**src/rtl/xadac_vdot_pkg.sv**
```systemverilog
// xadac_vdot_pkg: shared types and constants for the xadac vector dot-product execute unit.
// Holds the execute request/response beat structs, the VDOT op encoding,
// the lane product type and the instruction field positions.
package xadac_vdot_pkg;

   localparam int unsigned IdWidth      = 8;
   localparam int unsigned InstrWidth   = 32;
   localparam int unsigned XLen         = 32;
   localparam int unsigned RegAddrWidth = 5;
   localparam int unsigned VecDataWidth = 128;
   localparam int unsigned VecElemWidth = 8;
   localparam int unsigned NoLanes      = VecDataWidth / VecElemWidth;
   localparam int unsigned VecLenWidth  = 5;
   localparam int unsigned ProdWidth    = 16;
   localparam int unsigned SumWidth     = 32;
   localparam int unsigned SatSumWidth  = 34;
   localparam int unsigned PipeStages   = 2;

   // Instruction field positions
   localparam int unsigned Funct3Lsb = 12;
   localparam int unsigned Funct3Msb = 14;
   localparam int unsigned RdLsb     = 7;
   localparam int unsigned RdMsb     = 11;

   typedef enum logic [2:0] {
      VDOT_U = 3'b000,
      VDOT_S = 3'b001
   } VdotOpT;

   typedef logic [ProdWidth-1:0] VdotProdT;

   typedef struct packed {
      logic [IdWidth-1:0]                     id;
      logic [InstrWidth-1:0]                  instr;
      logic [1:0][RegAddrWidth-1:0]           rs_addr;
      logic [1:0][XLen-1:0]                   rs_data;
      logic [2:0][RegAddrWidth-1:0]           vs_addr;
      logic [2:0][VecDataWidth-1:0]           vs_data;
   } ExeReqT;

   typedef struct packed {
      logic [IdWidth-1:0]      id;
      logic [RegAddrWidth-1:0] rd_addr;
      logic [XLen-1:0]         rd_data;
      logic                    rd_write;
      logic [RegAddrWidth-1:0] vd_addr;
      logic [VecDataWidth-1:0] vd_data;
      logic                    vd_write;
   } ExeRspT;

   // Stage-1 pipeline register contents
   typedef struct packed {
      logic [IdWidth-1:0]      id;
      logic [RegAddrWidth-1:0] rdAddr;
      logic [XLen-1:0]         acc;
      logic                    isSigned;
      logic                    legal;
      VdotProdT [NoLanes-1:0]  prod;
   } VdotS1T;

   localparam int unsigned ReqWidth = $bits(ExeReqT);
   localparam int unsigned RspWidth = $bits(ExeRspT);

   function automatic logic isLegalOp(input logic [2:0] funct3);
      return (funct3 == VDOT_U) || (funct3 == VDOT_S);
   endfunction

endpackage

```
**src/rtl/xadac_vdot_lane.sv**
```systemverilog
// xadac_vdot_lane: one 8x8 lane multiply with signed/unsigned select and lane mask.
// Ports: a, b       - lane elements
//        isSigned   - treat elements as two's complement
//        active     - lane lies inside the active length; otherwise product is 0
//        prodC      - 16-bit product (combinational)
module xadac_vdot_lane
   import xadac_vdot_pkg::*;
(
   input  logic [VecElemWidth-1:0] a,
   input  logic [VecElemWidth-1:0] b,
   input  logic                    isSigned,
   input  logic                    active,
   output VdotProdT                prodC
);

   logic [ProdWidth-1:0] aExt;
   logic [ProdWidth-1:0] bExt;

   // Low 16 bits of the product of extended operands are exact for both signednesses
   assign aExt  = {{(ProdWidth-VecElemWidth){isSigned & a[VecElemWidth-1]}}, a};
   assign bExt  = {{(ProdWidth-VecElemWidth){isSigned & b[VecElemWidth-1]}}, b};
   assign prodC = active ? VdotProdT'(aExt * bExt) : '0;

endmodule

```
**src/rtl/xadac_vdot.sv**
```systemverilog
// xadac_vdot: two-stage elastic execute unit computing a length-masked 8-bit-lane
// dot product of vs_data[0] and vs_data[1], accumulated onto rs_data[0] and
// written to scalar rd.
// Ports: clk, rst (async, active-high)
//        req_valid/req_ready/req : ExeReqT request beats
//        rsp_valid/rsp_ready/rsp : ExeRspT response beats (registered)
// Build option: XADAC_VDOT_SAT_EN - saturate the sum instead of wrapping modulo 2^32.
module xadac_vdot
   import xadac_vdot_pkg::*;
(
   input  logic                clk,
   input  logic                rst,
   input  logic                req_valid,
   output logic                req_ready,
   input  logic [ReqWidth-1:0] req,
   output logic                rsp_valid,
   input  logic                rsp_ready,
   output logic [RspWidth-1:0] rsp
);

   ExeReqT                 reqS;
   logic [2:0]             funct3C;
   logic [VecLenWidth-1:0] lenC;
   VdotProdT [NoLanes-1:0] laneProd;
   VdotS1T                 s1NextC;
   VdotS1T                 s1Q;
   logic                   s1Valid;
   ExeRspT                 rspNextC;
   ExeRspT                 rspQ;
   logic                   stallC;
   logic [SumWidth-1:0]    sumC;
   logic                   unusedBits;

   assign reqS    = req;
   assign funct3C = reqS.instr[Funct3Msb:Funct3Lsb];
   assign lenC    = reqS.rs_data[1][VecLenWidth-1:0];

   assign unusedBits = ^{reqS.instr[InstrWidth-1:Funct3Msb+1], reqS.instr[RdLsb-1:0],
                         reqS.rs_addr, reqS.rs_data[1][XLen-1:VecLenWidth],
                         reqS.vs_addr, reqS.vs_data[2]};

   // Stage 2 holds while its result is not taken; stage 1 may still fill a bubble
   assign stallC    = rsp_valid && !rsp_ready;
   assign req_ready = !stallC || !s1Valid;

   // Lane multipliers; lengths 17..31 enable every lane since lane index < 16
   for (genvar i = 0; i < NoLanes; i++) begin : gLane
      xadac_vdot_lane uLane (
         .a        (reqS.vs_data[0][i*VecElemWidth +: VecElemWidth]),
         .b        (reqS.vs_data[1][i*VecElemWidth +: VecElemWidth]),
         .isSigned (funct3C == VDOT_S),
         .active   (lenC > VecLenWidth'(i)),
         .prodC    (laneProd[i])
      );
   end

   // Stage-1 capture
   always_comb begin
      s1NextC          = '0;
      s1NextC.id       = reqS.id;
      s1NextC.rdAddr   = reqS.instr[RdMsb:RdLsb];
      s1NextC.acc      = reqS.rs_data[0];
      s1NextC.isSigned = (funct3C == VDOT_S);
      s1NextC.legal    = isLegalOp(funct3C);
      s1NextC.prod     = laneProd;
   end

   // Stage-2 reduction
`ifdef XADAC_VDOT_SAT_EN
   logic [SatSumWidth-1:0] wideC;

   always_comb begin
      wideC = {{(SatSumWidth-SumWidth){s1Q.isSigned & s1Q.acc[XLen-1]}}, s1Q.acc};
      for (int i = 0; i < NoLanes; i++) begin
         wideC = wideC + {{(SatSumWidth-ProdWidth){s1Q.isSigned & s1Q.prod[i][ProdWidth-1]}},
                          s1Q.prod[i]};
      end
      sumC = wideC[SumWidth-1:0];
      if (s1Q.isSigned) begin
         // Signed overflow when the top bits disagree; the MSB gives the direction
         if (wideC[SatSumWidth-1:SumWidth-1] != {(SatSumWidth-SumWidth+1){wideC[SatSumWidth-1]}})
            sumC = wideC[SatSumWidth-1] ? 32'h8000_0000 : 32'h7FFF_FFFF;
      end else begin
         if (wideC[SatSumWidth-1:SumWidth] != '0)
            sumC = 32'hFFFF_FFFF;
      end
   end
`else
   always_comb begin
      sumC = s1Q.acc;
      for (int i = 0; i < NoLanes; i++) begin
         sumC = sumC + {{(SumWidth-ProdWidth){s1Q.isSigned & s1Q.prod[i][ProdWidth-1]}},
                        s1Q.prod[i]};
      end
   end
`endif

   // Response formation; illegal ops still answer with their id
   always_comb begin
      rspNextC          = '0;
      rspNextC.id       = s1Q.id;
      rspNextC.rd_addr  = s1Q.rdAddr;
      rspNextC.rd_write = s1Q.legal;
      rspNextC.rd_data  = s1Q.legal ? sumC : '0;
   end

   // Pipeline registers
   always_ff @(posedge clk or posedge rst) begin
      if (rst) begin
         s1Valid   <= 1'b0;
         s1Q       <= '0;
         rsp_valid <= 1'b0;
         rspQ      <= '0;
      end else begin
         if (req_ready) begin
            s1Valid <= req_valid;
            if (req_valid) s1Q <= s1NextC;
         end
         if (!stallC) begin
            rsp_valid <= s1Valid;
            if (s1Valid) rspQ <= rspNextC;
         end
      end
   end

   assign rsp = rspQ;

endmodule

```
**config.mk**
```make
export PLATFORM = sky130hd
export DESIGN_NAME = xadac_vdot
export DESIGN_NICKNAME = d
export VERILOG_FILES = /design/src/rtl/xadac_vdot_pkg.sv /design/src/rtl/xadac_vdot_lane.sv /design/src/rtl/xadac_vdot.sv
export SDC_FILE = /design/constraint.sdc
export NUM_CORES = 2
export LEC_CHECK = 0
export BUFFER_PORTS_ARGS = -buffer_cell sky130_fd_sc_hd__buf_2
export CORE_ASPECT_RATIO = 0.8
export CORE_MARGIN = 3
export CORE_UTILIZATION = 55
export CTS_BUF_LIST = sky130_fd_sc_hd__clkbuf_16
export CTS_CLUSTER_DIAMETER = 80
export DETAILED_ROUTE_END_ITERATION = 16
export PLACE_DENSITY = 0.71
export SYNTH_ARGS = -nofsm -noshare
export SYNTH_HDL_FRONTEND = slang
export SYNTH_SLANG_ARGS = --single-unit
```
**constraint.sdc**
```tcl
create_clock -name clk -period 24.4 [get_ports clk]
set_input_delay 3.66 -clock clk [delete_from_list [all_inputs] [get_ports clk]]
set_output_delay 3.66 -clock clk [all_outputs]
set_load 0.005 [all_outputs]
```
After elaboration in Yosys (flattened, before gate mapping)
Index checks and enable logic that the tools add are counted.
- reductions and logical operators: 9
- $lt $le $gt $ge: 16
- eq/ne operators: 1
- add/subtract/negate cells: 16
- $mul: 16
- bitwise gates (word level): 49
- muxes and demuxes: 17
- operators by type and width (cell ; number):
    $add A32 B32 Y32 ; 16
    $mul A9 B9 Y16 ; 16
    $mux W16 ; 16
    $and A1 B1 Y1 ; 48
    $gt A5 B4 Y1 const B ; 8
    $mux W32 ; 1
    $gt A5 B3 Y1 const B ; 4
    $gt A5 B1 Y1 const B ; 2
    $gt A5 B2 Y1 const B ; 2
    $reduce_and A2 Y1 ; 2
    $eq A3 B1 Y1 const B ; 1
    $logic_not A1 Y1 ; 3
    $logic_not A3 Y1 ; 1
    $logic_or A1 B1 Y1 ; 2
    $logic_and A1 B1 Y1 ; 1
    $not A1 Y1 ; 1
- output and inout bits: 182
- logic and storage cells: 151
- bits in registers: 351

Logic depth before layout (Yosys ltp)
- depth in word-level cells: 18
- depth in mapped cells: 23
- mapped depth without buffers: 21

By module
A second synthesis with hierarchy kept.
- cell total of the unflattened synthesis: 7093
- area total of the unflattened synthesis: 69324.0 um^2
- modules (own cells, without submodules) (module ; sequential area each (um^2) ; cells each ; times used ; area each (um^2)):
    xadac_vdot_lane (gLane[10].uLane ...) ; 0.0 ; 317 ; 10 ; 2801.4
    xadac_vdot ; 8783.4 ; 2031 ; 1 ; 24458.5
    xadac_vdot_lane (gLane[6].uLane ...) ; 0.0 ; 317 ; 3 ; 2807.7
    xadac_vdot_lane (gLane[0].uLane) ; 0.0 ; 316 ; 1 ; 2827.7
    xadac_vdot_lane (gLane[5].uLane) ; 0.0 ; 317 ; 1 ; 2805.2
    xadac_vdot_lane (gLane[9].uLane) ; 0.0 ; 308 ; 1 ; 2795.2

Worst setup path after synthesis
OpenSTA, ideal clock, no wires.
- kind: input to register
- start: input port req[486]
- end: register s1Q[190] (netlist name)
- data required time: 24.278 ns
- slack: 15.102 ns
- arrival time: 9.177 ns
- cell stages on the path: 20
- path through: nor3b_2 clkbuf_1 clkbuf_1 clkbuf_1 nand3_1 fa_1 inv_1 fa_1 fa_1 fa_1 inv_1 fa_1 inv_1 ha_1 inv_1 o21ai_1 a211o_1 and3_1 or4_1 a32o_1
- cells in the longest elaborated chain, start to end: 4
- elaborated cells on any way between the ends: 5
- classes of those cells: mul (1); eq/ne (1); mux (1); bitwise (2)
- RTL lines (element ; RTL line ; text):
    start: declaration ; xadac_vdot.sv:15 ; input logic [ReqWidth-1:0] req,
    $eq A3 B1 Y1 * ; xadac_vdot.sv:51 ; .isSigned (funct3C == VDOT_S),
    $and A1 B1 Y1, on equally long branches ; xadac_vdot_lane.sv:20, xadac_vdot_lane.sv:21 ;
    $mul A9 B9 Y16 * ; xadac_vdot_lane.sv:22 ; assign prodC = active ? VdotProdT'(aExt * bExt) : '0;
    $mux W16 * ; xadac_vdot_lane.sv:22 ;
    end signal: assignment ; xadac_vdot.sv:117 ; if (req_valid) s1Q <= s1NextC;
    end: declaration ; xadac_vdot.sv:26 ; VdotS1T s1Q;
Mark *: on every way between the ends. The rest lies on a longest branch, timed or not.
A chain may end at the register's enable or synchronous reset.

Worst setup path after layout
- start: input port req[486]
- end: register s1Q[158] (netlist name)
The elaborated chain is that of the path after synthesis.

==> results.cfg <==
[outcome]
status = completed

[global_route]
antenna_found_initial = 39
grt_first_pass_wirelength_um = 276500
grt_pass1_vias = 50466
grt_max_degree = 157
grt_overflow_total = 0
grt.total_usage = 0.2760

[worst_setup_path]
critPathKind = input port to flip-flop
crit_start = req[486]
cp.required_ns = 24.87
worst-path-buf-inv = 7
path_max_fanout = 59
crit_top_cell = fa_1
r2r-end = rsp[162]$_DFFE_PP0P_
cp_slowest_cell = buf_4
max_stage_delay_ns = 0.69
reg2reg_from = s1Q[257]$_DFFE_PP0P_
cp_top_family = adder cells
worst_r2r_path_depth = 20
rrSetupSlack_ns = 17.27
startpoint_type = input port
path_cells = buf_2, nor3b_4, buf_4, buf_4, and2_0, nand2b_1, fa_1, fa_1, inv_1, fa_1, fa_1, inv_1, fa_1, inv_1, ha_1, inv_1, o21ai_1, a211o_1, and3_1, or4_1, a32o_1
crit_arrival_ns = 10.20
end_kind = flip-flop

[floorplanning]
fp.dieW_um = 396.5
core_sq_um = 119900
die_area_sq_um = 126300
start_util = 0.5597
fp.dieH_um = 318.4
fp-row-count = 113
io_pins = 699

[logic_synthesis]
synth_warnings = 0
synthTopCellsByCount = inv_1 (1,683), fa_1 (1,328), nand2_1 (1,011)
postSynthCellCount = 7214
ys_seq_area_frac = 0.1309
synth_top_area_share = 0.3962
syn_area_sq_um = 67100
synth.most_common_cell = inv_1
synth-seq-cells = 351
synth_cell_types = 73
syn_avg_cell_area_sq_um = 9.302
synthArstFlopShare = 1.000
ys_top_cells_by_area = fa_1 (40%), dfrtp_1 (13%), ha_1 (11%)
synth_ff_type = dfrtp_1
yosysTopAreaCell = fa_1
synth_edf_count = 0

[timing]
slew_violations = 0
rsz0062_at_grt = no
skew_ns = 0.04033
setup_tns_ns = 0
hold_viol = 0
fin_crit_ns = 9.729
max_freq_ghz = 0.1028
worst_pin_slew_ns = 1.061
period_share = 0.3987
setup_viol = 0
relSlewSlack = 0.2925

[detailed_routing]
drt-pass1-iter-count = 6
wirelength_um = 169900
met1_length_um = 74760
highest_layer = met5
vias_per_cell = 5.309
vias = 47986
post_drt_wl_per_cell_um = 18.79
route.detailed.drc = 0
antenna_left = 0
drt_iter0_drc = 3323
dr_wl_met2_um = 75990
wl_met3_um = 15140

[clock_network]
insertion_delay_ns = 0.60
clock-sinks = 351
cts_root_buffer = clkbuf_16
cts_hold_buffers = 0
ctsResizeCount = 0
postCtsSetupBuffers = 0
cts_tree = built
htreeDepth = 2
clkTransAtPathRegs_ns = 0.06
cts_buffer_depth = 3
cts_buffers = 41

[place]
dpl_cell_area_sq_um = 69590
io_buffers = 360
place.gp.congestion = 0.9275
hpwl_um = 144800

[finish]
fillers = 10574
fin_area_sq_um = 71000
layout.nets = 9802
drive_above_1_share = 0.06402
area_growth_pct = 5.806

[run]
drv_cap = 0

[worst_hold_path]
hp-class = flip-flop to flip-flop
worstHoldStart = rsp[136]$_DFFE_PP0P_
hold_depth = 2
holdPathEnd = rsp[136]$_DFFE_PP0P_
-- worst max path at each step --
stage / to / cells past startpoint / slack [ns]
global route: s1Q[159]$_DFFE_PP0P_ / 21 / 14.37
CTS: s1Q[158]$_DFFE_PP0P_ / 21 / 14.73
finish: s1Q[158]$_DFFE_PP0P_ / 21 / 14.67
global placement: s1Q[158]$_DFFE_PP0P_ / 21 / 14.22
floorplan: rspNextC[134]$_DFFE_PP0P_ / 1 / 11.00
detailed placement: s1Q[158]$_DFFE_PP0P_ / 21 / 14.14
-- cell type report --
cell class | count | area [sq um] | area share
diodes | 25 | 62.56 | 0.0008811
flip-flops and latches | 351 | 8783 | 0.1237
well taps | 1610 | 2014 | 0.02837
clock buffers | 42 | 1051 | 0.01480
multi-input cells | 4915 | 50500 | 0.7113
clock inverters | 29 | 301.5 | 0.004247
inverters | 1692 | 6359 | 0.08956
repair buffers | 375 | 1927 | 0.02714
-- stage by stage --
step	instances	util	setup slack (ns)	hold slack, ns
2_1_floorplan	7347	-	11.00	0.4386
3_3_place_gp	8943	0.5804	14.22	0.4427
3_5_place_dp	8943	0.5804	14.14	0.4490
4_1_cts	9014	0.5917	14.73	0.4639
5_1_grt	9028	0.5920	14.37	0.4873
6_report	9039	0.5922	14.67	0.4590
-- sequential cells by signal (all words and copies together), names as in the netlist --
| signal | flops |
|---|---|
| rsp | 46 |
| s1Valid | 1 |
| rspNextC | 14 |
| rsp_valid | 1 |
| s1Q | 289 |
-- logic make-up after synthesis --
family,after synthesis,synth area share
multiplexers,1,0.0001492
adder cells (fa/ha/maj),1909,0.5045
other,1,0.00005588
AND/OR/NAND/NOR,1936,0.1392
XOR/XNOR,288,0.03779
flip-flops,351,0.1309
AO/OA/AOI/OAI,647,0.06317
buffers and inverters,2081,0.1242
-- tightest hold or removal path, delay by kind of cell, from the launching register on --
kind | cells | cell delay (ns)
simple gates | 2 | 0.10
flops | 1 | 0.33
-- layout by cell type, fill, tap and decap left out, types with 92 or more instances in the layout --
cell type and n:
o21ai_0 194, and2_1 420, nand2_1 1009, dfrtp_1 351, buf_2 360, inv_1 1687
xnor2_1 224, nand2b_1 132, and3_1 97, fa_1 1328, conb_1 134, ha_1 581
nand3_1 92, a21oi_1 100
-- routing by layer --
metal	global-route usage	up-vias
met5	0	-
met4	0.05939	22
met3	0.06079	201
met1	0.4095	24377
met2	0.4175	1581
li1	-	21805
Power is left out: the tool's default activity adds up to more than one toggle a clock period on the data nets, which glitch-free logic cannot reach.
